===== src/rtl/sdrc_arb_pkg.sv =====
// rtl/sdrc_arb_pkg.sv - shared constants and state encoding for the SDRAM request arbiter
//   No ports. Provides:
//     IDX_W         requester index width
//     TAG_W         per-requester transaction tag width
//     SDR_REQ_ID_W  downstream request id width, {index, tag}
//     arb_state_t   arbiter FSM state encoding
package sdrc_arb_pkg;

  localparam int IDX_W        = 2;
  localparam int TAG_W        = 2;
  localparam int SDR_REQ_ID_W = IDX_W + TAG_W;

  typedef enum logic [1:0] {
    ARB_IDLE = 2'b00,
    ARB_HOLD = 2'b01,
    ARB_GAP  = 2'b10
  } arb_state_t;

endpackage


===== src/rtl/sdrc_rr_pick.sv =====
// rtl/sdrc_rr_pick.sv - combinational rotate-priority encoder
//   Ports:
//     req    in   N  request vector
//     ptr    in   W  index given highest priority this cycle
//     valid  out  1  at least one request asserted
//     idx    out  W  first asserted index scanning ptr, ptr+1, ... with wrap
module sdrc_rr_pick #(
  parameter int N = 4,
  parameter int W = 2
) (
  input  logic [N-1:0] req,
  input  logic [W-1:0] ptr,
  output logic         valid,
  output logic [W-1:0] idx
);

  always_comb begin
    logic [W-1:0] cand;
    valid = 1'b0;
    idx   = ptr;
    cand  = ptr;
    for (int i = 0; i < N; i++) begin
      // Modulo keeps the scan correct even when N is not a power of two.
      cand = W'((int'(ptr) + i) % N);
      if (!valid && req[cand]) begin
        valid = 1'b1;
        idx   = cand;
      end
    end
  end

endmodule


===== src/rtl/sdrc_req_arb.sv =====
// rtl/sdrc_req_arb.sv - round-robin arbiter for the SDRAM controller application request port
//   Optional feature macro: SDRC_ARB_HIPRI_EN (requester 0 gets absolute priority).
//   Ports:
//     clk, reset_n                 clock (rising edge), asynchronous active-low reset
//     m_req[NUM_REQ]               per-requester level request
//     m_req_tag/addr/len           flattened per-requester fields, requester i at [i*W +: W]
//     m_req_wr_n/m_req_wrap        per-requester direction (0 = write) and wrap mode
//     m_req_ack[NUM_REQ]           one-hot single-cycle acceptance pulse to the winner
//     req, req_id, req_addr,
//     req_len, req_wr_n, req_wrap  latched request to the controller, req_id = {grant_idx, tag}
//     req_ack                      controller accepted the request
//     arb_busy                     arbiter not idle
//     grant_idx                    index of current or last grant
module sdrc_req_arb
  import sdrc_arb_pkg::*;
#(
  parameter int NUM_REQ = 4,
  parameter int APP_AW  = 26,
  parameter int APP_RW  = 9
) (
  input  logic                      clk,
  input  logic                      reset_n,
  input  logic [NUM_REQ-1:0]        m_req,
  input  logic [NUM_REQ*TAG_W-1:0]  m_req_tag,
  input  logic [NUM_REQ*APP_AW-1:0] m_req_addr,
  input  logic [NUM_REQ*APP_RW-1:0] m_req_len,
  input  logic [NUM_REQ-1:0]        m_req_wr_n,
  input  logic [NUM_REQ-1:0]        m_req_wrap,
  output logic [NUM_REQ-1:0]        m_req_ack,
  output logic                      req,
  output logic [SDR_REQ_ID_W-1:0]   req_id,
  output logic [APP_AW-1:0]         req_addr,
  output logic [APP_RW-1:0]         req_len,
  output logic                      req_wr_n,
  output logic                      req_wrap,
  input  logic                      req_ack,
  output logic                      arb_busy,
  output logic [IDX_W-1:0]          grant_idx
);

  arb_state_t         state;
  logic [IDX_W-1:0]   rr_ptr;
  logic [TAG_W-1:0]   tag_q;
  logic               zlen_q;
  logic [NUM_REQ-1:0] pick_vec;
  logic               pick_valid;
  logic [IDX_W-1:0]   pick_idx;
  logic               win_valid;
  logic [IDX_W-1:0]   win_idx;
  logic [APP_RW-1:0]  win_len;
  logic               done;

`ifdef SDRC_ARB_HIPRI_EN
  // Requester 0 bypasses the rotation; the others rotate among themselves.
  assign pick_vec  = {m_req[NUM_REQ-1:1], 1'b0};
  assign win_valid = m_req[0] | pick_valid;
  assign win_idx   = m_req[0] ? '0 : pick_idx;
`else
  assign pick_vec  = m_req;
  assign win_valid = pick_valid;
  assign win_idx   = pick_idx;
`endif

  sdrc_rr_pick #(.N(NUM_REQ), .W(IDX_W)) u_pick (
    .req   (pick_vec),
    .ptr   (rr_ptr),
    .valid (pick_valid),
    .idx   (pick_idx)
  );

  assign win_len = m_req_len[int'(win_idx)*APP_RW +: APP_RW];

  // A zero-length grant completes on its own in the first HOLD cycle.
  assign done   = (state == ARB_HOLD) && (zlen_q || req_ack);
  assign req_id = {grant_idx, tag_q};

  always_comb begin
    m_req_ack            = '0;
    m_req_ack[grant_idx] = done;
  end

  always_ff @(posedge clk or negedge reset_n) begin
    if (!reset_n) begin
      state     <= ARB_IDLE;
      rr_ptr    <= '0;
      grant_idx <= '0;
      tag_q     <= '0;
      zlen_q    <= 1'b0;
      req       <= 1'b0;
      req_addr  <= '0;
      req_len   <= '0;
      req_wr_n  <= 1'b0;
      req_wrap  <= 1'b0;
      arb_busy  <= 1'b0;
    end else begin
      case (state)
        ARB_IDLE: begin
          if (win_valid) begin
            grant_idx <= win_idx;
            tag_q     <= m_req_tag[int'(win_idx)*TAG_W +: TAG_W];
            req_addr  <= m_req_addr[int'(win_idx)*APP_AW +: APP_AW];
            req_len   <= win_len;
            req_wr_n  <= m_req_wr_n[win_idx];
            req_wrap  <= m_req_wrap[win_idx];
            zlen_q    <= (win_len == '0);
            req       <= (win_len != '0);
            arb_busy  <= 1'b1;
            state     <= ARB_HOLD;
          end
        end
        ARB_HOLD: begin
          if (done) begin
            req   <= 1'b0;
            state <= ARB_GAP;
`ifdef SDRC_ARB_HIPRI_EN
            if (grant_idx != '0) rr_ptr <= grant_idx + 1'b1;
`else
            rr_ptr <= grant_idx + 1'b1;
`endif
          end
        end
        ARB_GAP: begin
          arb_busy <= 1'b0;
          state    <= ARB_IDLE;
        end
        default: begin
          req      <= 1'b0;
          arb_busy <= 1'b0;
          state    <= ARB_IDLE;
        end
      endcase
    end
  end

endmodule


===== config.mk =====
export PLATFORM = sky130hd
export DESIGN_NAME = sdrc_req_arb
export DESIGN_NICKNAME = d
export VERILOG_FILES = /design/src/rtl/sdrc_arb_pkg.sv /design/src/rtl/sdrc_rr_pick.sv /design/src/rtl/sdrc_req_arb.sv
export SDC_FILE = /design/constraint.sdc
export NUM_CORES = 1
export LEC_CHECK = 0
export CORE_MARGIN = 2
export CORE_UTILIZATION = 38
export DETAILED_ROUTE_END_ITERATION = 10
export PLACE_DENSITY = 0.92
export SETUP_SLACK_MARGIN = 0.2
export SYNTH_ARGS = -nofsm -noshare
export SYNTH_HDL_FRONTEND = slang
export SYNTH_HIERARCHICAL = 1
export SYNTH_SLANG_ARGS = --single-unit

===== constraint.sdc =====
create_clock -name clk -period 4.9 [get_ports clk]
set_input_delay 0.98 -clock clk [delete_from_list [all_inputs] [get_ports clk]]
set_output_delay 0.98 -clock clk [all_outputs]
set_load 0.02 [all_outputs]

==> results.cfg, run 1 <==
[worst_hold_path]
worstHoldPathType = reg2reg
whs_path_depth = 2
min_from = req_addr[8]

[grt]
grt_pass1_vias = 3198
use_met2_pct = 43.9
antenna_found_initial = 0
track_usage_pct = 23.2
grt_pass1_wl_um = 15200
grt_max_degree = 49
gr-usage-met1_pct = 24.1
grtUsageMet3_pct = 6.82
grt-ovfl-total = 0
busiest_layer = met2

[cts]
postCtsResizedCells = 0
cts-root-buf = clkbuf_8
htree_levels = 2
clock_sinks = 48
clk_pin_slew_ns = 0.08
worstSkewPairLatency_ns = 0.29
cts_buffer_depth = 2
cts_buffers = 5
cts_tree = built
post_cts_buffers = 0
cts_hold_buf = 0

[timing]
worst_slack_ns = 1.26
period_share_pct = 74.4
fin_skew_ns = 0.00651
slew_headroom_pct = 28.8
rsz0062_at_grt = no
tns_ns = 0
finalSetupViolCount = 0
hold_ws_ns = 0.478
min_period_ns = 3.64
finalHoldViolCount = 0
drv_slew = 0
worst_pin_slew_ns = 1.07
fmax_ghz = 0.274

[synth]
synth-adder-area-share_pct = 1.69
synth.distinct_cells = 29
avgSynthCellArea_sq_um = 10.8
synth_compound_area_share_pct = 2.37
synth_top_family_by_area = multiplexers
ys_ff_latch = 48
synth-xor-area-share_pct = 0
yosys-mux-area-fraction_pct = 30.8
syn-cell-area_sq_mm = 0.00296
ys_seq_area_share_pct = 40.6
synth-simple-area-share_pct = 20.4
yosys.area.top_type = dfrtp_1
synth.top_cell.area_share_pct = 40.6
synthesis.nets = 442
synth_warnings = 6
synthCells = 275
yosys-top-cells-area = dfrtp_1 (41%), mux4_2 (30%), nand2_1 (16%), ha_1 (1.7%), clkbuf_1 (1.3%)

[routing]
wl_um = 9640
route.vias.total = 2880
avgRoutedWirePerCell_um = 16.7
vias_per_cell = 4.98
drtIter0Drc = 81
drc_errors = 0
first_pass_iters = 6
postRouteAntennaNets = 0

[layout]
final_common_cell = clkdlybuf4s50_1
syn_to_final_growth_pct = 76.4
diodes = 0
final_cell_mix = clkdlybuf4s50_1 (210), nand2_1 (122), dfrtp_1 (48)
nets = 642
utilization_pct = 68.3
layout-drive-gt1-share_pct = 11.6
final_cell_area_sq_mm = 0.00522

[critical_path]
arrival_ns = 2.66
r2r_start = rr_ptr[1]
cp.required_ns = 3.92
crit_path_start_kind = input pin
rr_worst_depth = 7
cp-startpoint = req_ack
critical_path_class = in2out
cp_max_fo = 7
endpoint = m_req_ack[0]
end_kind = output pin
r2r-end = req
rrSetupSlack_ns = 2.07

[placed_design]
port_buffers = 211
dp.final_hpwl_um = 7800
placed_area_sq_mm = 0.00513
gp_congestion = 0.755
post-place-ws_ns = 0.977

[floorplanning]
initial_core_util_pct = 38.7
core-area_sq_mm = 0.00765
row_count = 32
die_w_um = 92.2
die-area_sq_mm = 0.00851
ios = 212
die_h_um = 92.2

[flow_run]
cap_violations = 0

[power_and_ir_drop]
p_leak_nw = 2.21
p_per_area_mw_per_mm2 = 477
peakVddDrop_mv = 0.391

[run_status]
status = complete, no violations
-- critical path, stage by stage --
cell,delay [ns]
clkdlybuf4s50_1,0.49
nor2_1,0.07
nor2_1,0.33
and2_1,0.19
clkdlybuf4s50_1,0.60
-- kinds of logic after synthesis --
group / Yosys count
buffers and inverters: 25
AOI/OAI and AO/OA: 10
DFF: 48
and+or+nand+nor: 146
muxes: 42
adders and majority gates: 4
-- power by group --
part / total (mW) / leakage (nW) / switching [mW] / internal [mW]
combinational: 1.56 / 1.58 / 0.748 / 0.813
clock: 0.240 / 0.0455 / 0.125 / 0.115
sequential: 0.688 / 0.588 / 0.110 / 0.577
total: 2.49 / 2.21 / 0.983 / 1.51
-- sequential cells by signal, indices dropped and copies added (netlist names) --
name and flops:
arb_busy 1, grant_idx 2, req 1, req_addr 26, req_len 9, req_wr_n 1, req_wrap 1, rr_ptr 2
state 2, tag_q 2, zlen_q 1
-- metal layers --
layer  vias to the layer above  share of wire, %
li1                       1354                 -
met1                      1372                35
met2                       131                54
met3                        23               8.0
met4                         0               2.9
met5                         -                 0
-- worst min path at each step --
stage / end / slack, ns
after floorplan: state[0] / 0.44
after global placement: state[0] / 0.46
after detailed placement: req_addr[19] / 0.46
after CTS: state[0] / 0.48
after global routing: req_addr[8] / 0.51
final: req_addr[8] / 0.48
-- cell type report --
class                           instances  area, sq um
Sequential cell                        48         1200
Inverter                                4         15.0
Timing Repair Buffer                  214         2130
Fill cell                             578         2430
Multi-Input combinational cell        202         1660
Tap cell                              102          128
Clock buffer                            8         90.1
-- metrics by stage --
| stage | std cells | power (mW) |
|---|---|---|
| after floorplan | 275 | 1.62 |
| after global placement | 570 | 2.23 |
| after detailed placement | 570 | 2.28 |
| after CTS | 578 | 2.53 |
| after global routing | 578 | 2.67 |
| final | 578 | 2.49 |
-- cells in the mapped netlist, drive strengths merged --
cell type and count:
mux2i 1, a22o 1, ha 4, inv 4, nand3 1, o21ai 5
dfrtp 48, buf 11, nor4 1, nand4b 1, nand2 123, clkbuf 10
nor2b 3, nor3 1, mux2 2, or3 1, o32ai 1, nand2b 4
mux4 39, a221oi 1, nor2 6, and2 4, nand3b 1, a21oi 1
a21o 1
No activity file was read; power rests on OpenSTA's default activity.
==> run 2, diff against run 1 <==
--- a/config.mk
+++ b/config.mk
@@ -6,9 +6,9 @@
 export NUM_CORES = 1
 export LEC_CHECK = 0
 export CORE_MARGIN = 2
-export CORE_UTILIZATION = 38
+export CORE_UTILIZATION = 35
 export DETAILED_ROUTE_END_ITERATION = 10
-export PLACE_DENSITY = 0.92
+export PLACE_DENSITY = 0.86
 export SETUP_SLACK_MARGIN = 0.2
 export SYNTH_ARGS = -nofsm -noshare
 export SYNTH_HDL_FRONTEND = slang
==> constraint.sdc (replaced) <==
create_clock -name clk -period 3.55 [get_ports clk]
set_input_delay 0.71 -clock clk [delete_from_list [all_inputs] [get_ports clk]]
set_output_delay 0.71 -clock clk [all_outputs]
set_load 0.02 [all_outputs]
==> run 2 against run 1 <==
Net effect:
- sequential cell count stayed put
- utilization shrank 4.3 points
- setup slack lost 0.83 ns
- clock power grew 35%
- final area is 0.72% higher
- die area is 8.2% higher
- highest routed layer unchanged
- via count fell by 0.21%
- hold slack worse by 0.0011 ns
- critical path type unchanged
- global-route usage fell by 2.6 points
- cell count increased by 1.0%
- combinational power grew 38%
==> results.cfg, run 2 (synthesis results as in run 1) <==
[timing]
rsz0062_at_grt = no
worst_slack_ns = 0.425
drv_slew = 0
tns_ns = 0
worst_pin_slew_ns = 1.08
finalHoldViolCount = 0
fmax_ghz = 0.320
fin_skew_ns = 0.00659
hold_ws_ns = 0.476
slew_headroom_pct = 28.1
finalSetupViolCount = 0
min_period_ns = 3.12
period_share_pct = 88.0

[grt]
grt_pass1_vias = 2957
antenna_found_initial = 0
grt_pass1_wl_um = 14400
grt-ovfl-total = 0
grt_max_degree = 49
track_usage_pct = 20.6

[layout]
nets = 645
reg_top3 = req_addr (26), req_len (9)
final_cell_mix = clkdlybuf4s50_1 (210), nand2_1 (122), dfrtp_1 (48)
syn_to_final_growth_pct = 77.7
largest_reg_flops = 26
final_common_cell = clkdlybuf4s50_1
layout-drive-gt1-share_pct = 12.3
diodes = 0
finalNonFillerCells = 584
top_register = req_addr
fillers = 650

[placed_design]
post-place-ws_ns = 0.187
gp_congestion = 0.730
dp_cells = 576
port_buffers = 211
dp.final_hpwl_um = 7700

[floorplanning]
row_count = 33
die-area_sq_mm = 0.00921
core-area_sq_mm = 0.00822
die_w_um = 96.0
ios = 212
die_h_um = 96.0
initial_core_util_pct = 36.0

[flow_run]
cap_violations = 0

[cts]
worstSkewPairLatency_ns = 0.29
cts_buffers = 5
postCtsResizedCells = 0
cts_tree = built
post_cts_buffers = 0
htree_levels = 2
clk_pin_slew_ns = 0.09
cts-root-buf = clkbuf_8
clock_sinks = 48
cts_buffer_depth = 2
cts_hold_buf = 0

[power_and_ir_drop]
power_frac_seq_pct = 27.7
p_int_mw = 2.07
power_frac_clock_pct = 9.4
finalPower_mw = 3.44
comb_power_share_pct = 62.9
p_per_area_mw_per_mm2 = 654
switchingPower_mw = 1.37
p_leak_nw = 2.22
peakVddDrop_mv = 0.372
swShare_pct = 39.9

[run_status]
status = complete, no violations

[critical_path]
arrival_ns = 2.41
critical_path_class = in2out
cp_max_fo = 7
cp.required_ns = 2.84
end_kind = output pin
cp.buffers_inverters = 2
max_stage_delay_ns = 0.60
crit_path_start_kind = input pin
crit_family = buffers and inverters
cp_cell_sequence = clkdlybuf4s50_1 -> nor2_1 -> nor2_1 -> and2_1 -> clkdlybuf4s50_1
cpMaxStageDelayCell = clkdlybuf4s50_1

[worst_hold_path]
worstHoldPathType = reg2reg

[routing]
postRouteAntennaNets = 0
first_pass_iters = 4
drtIter0Drc = 55
wl_um = 9360
avgRoutedWirePerCell_um = 16.0
route.vias.total = 2874
vias_per_cell = 4.92
drc_errors = 0
run 2: changes by cell type in the layout (fill, tap and decap cells not counted), sizes merged:
cell / delta
buf: +3
clkbuf: -2
clkinv: +1
clkinvlp: +1
run 2: final timing paths:
path,end,slack [ns],startpoint,cells after the start
min in group asynchronous,rr_ptr[1],0.60,reset_n,1
worst min register to register,state[0],0.48,state[1],1
worst min-delay path,state[0],0.48,state[1],1
worst max register to register,req,1.09,rr_ptr[0],8
worst max-delay path,m_req_ack[1],0.43,req_ack,5
max in group asynchronous,req_addr[10],2.27,reset_n,1
run 2: power groups by stage:
stage               Combinational [mW]  Clock (mW)  Sequential [mW]
floorplan                        0.999           0             1.24
finish                            2.16       0.325            0.952
CTS                               2.19       0.338            0.954
detailed placement                2.19           0            0.966
global route                      2.34       0.363            0.985
global placement                  2.14           0            0.949
run 2: per-stage QoR:
stage	instance area (sq um)	util [%]
4_1_cts	5260	64.0
5_1_grt	5260	64.0
6_report	5260	64.0
2_1_floorplan	2960	-
3_5_place_dp	5170	62.9
3_3_place_gp	5170	62.9
run 2: worst register-to-register path: cells and delay by family, from the launching register on:
family,cells,cell delay (ns)
DFF,1,0.41
and+or+nand+nor,3,0.38
AOI/OAI and AO/OA,3,0.76
buffers and inverters,1,0.26
muxes,1,0.54
run 2: metal layers:
layer / vias up / global-route usage (%) / part of all wire [%]
met1: 1380 / 22.7 / 36
met4: 0 / 5.48 / 1.6
met2: 122 / 39.7 / 55
met3: 12 / 4.46 / 7.7
li1: 1360 / - / -
met5: - / 0 / 0
run 2: area by class of cell:
type	instances	area [sq um]	share of cell area, %
inverters	4	15.0	0.286
multi-input cells	202	1660	31.5
repair buffers	217	2160	41.2
clock buffers	6	72.6	1.38
well taps	105	131	2.50
clock inverters	2	16.3	0.309
flip-flops and latches	48	1200	22.8
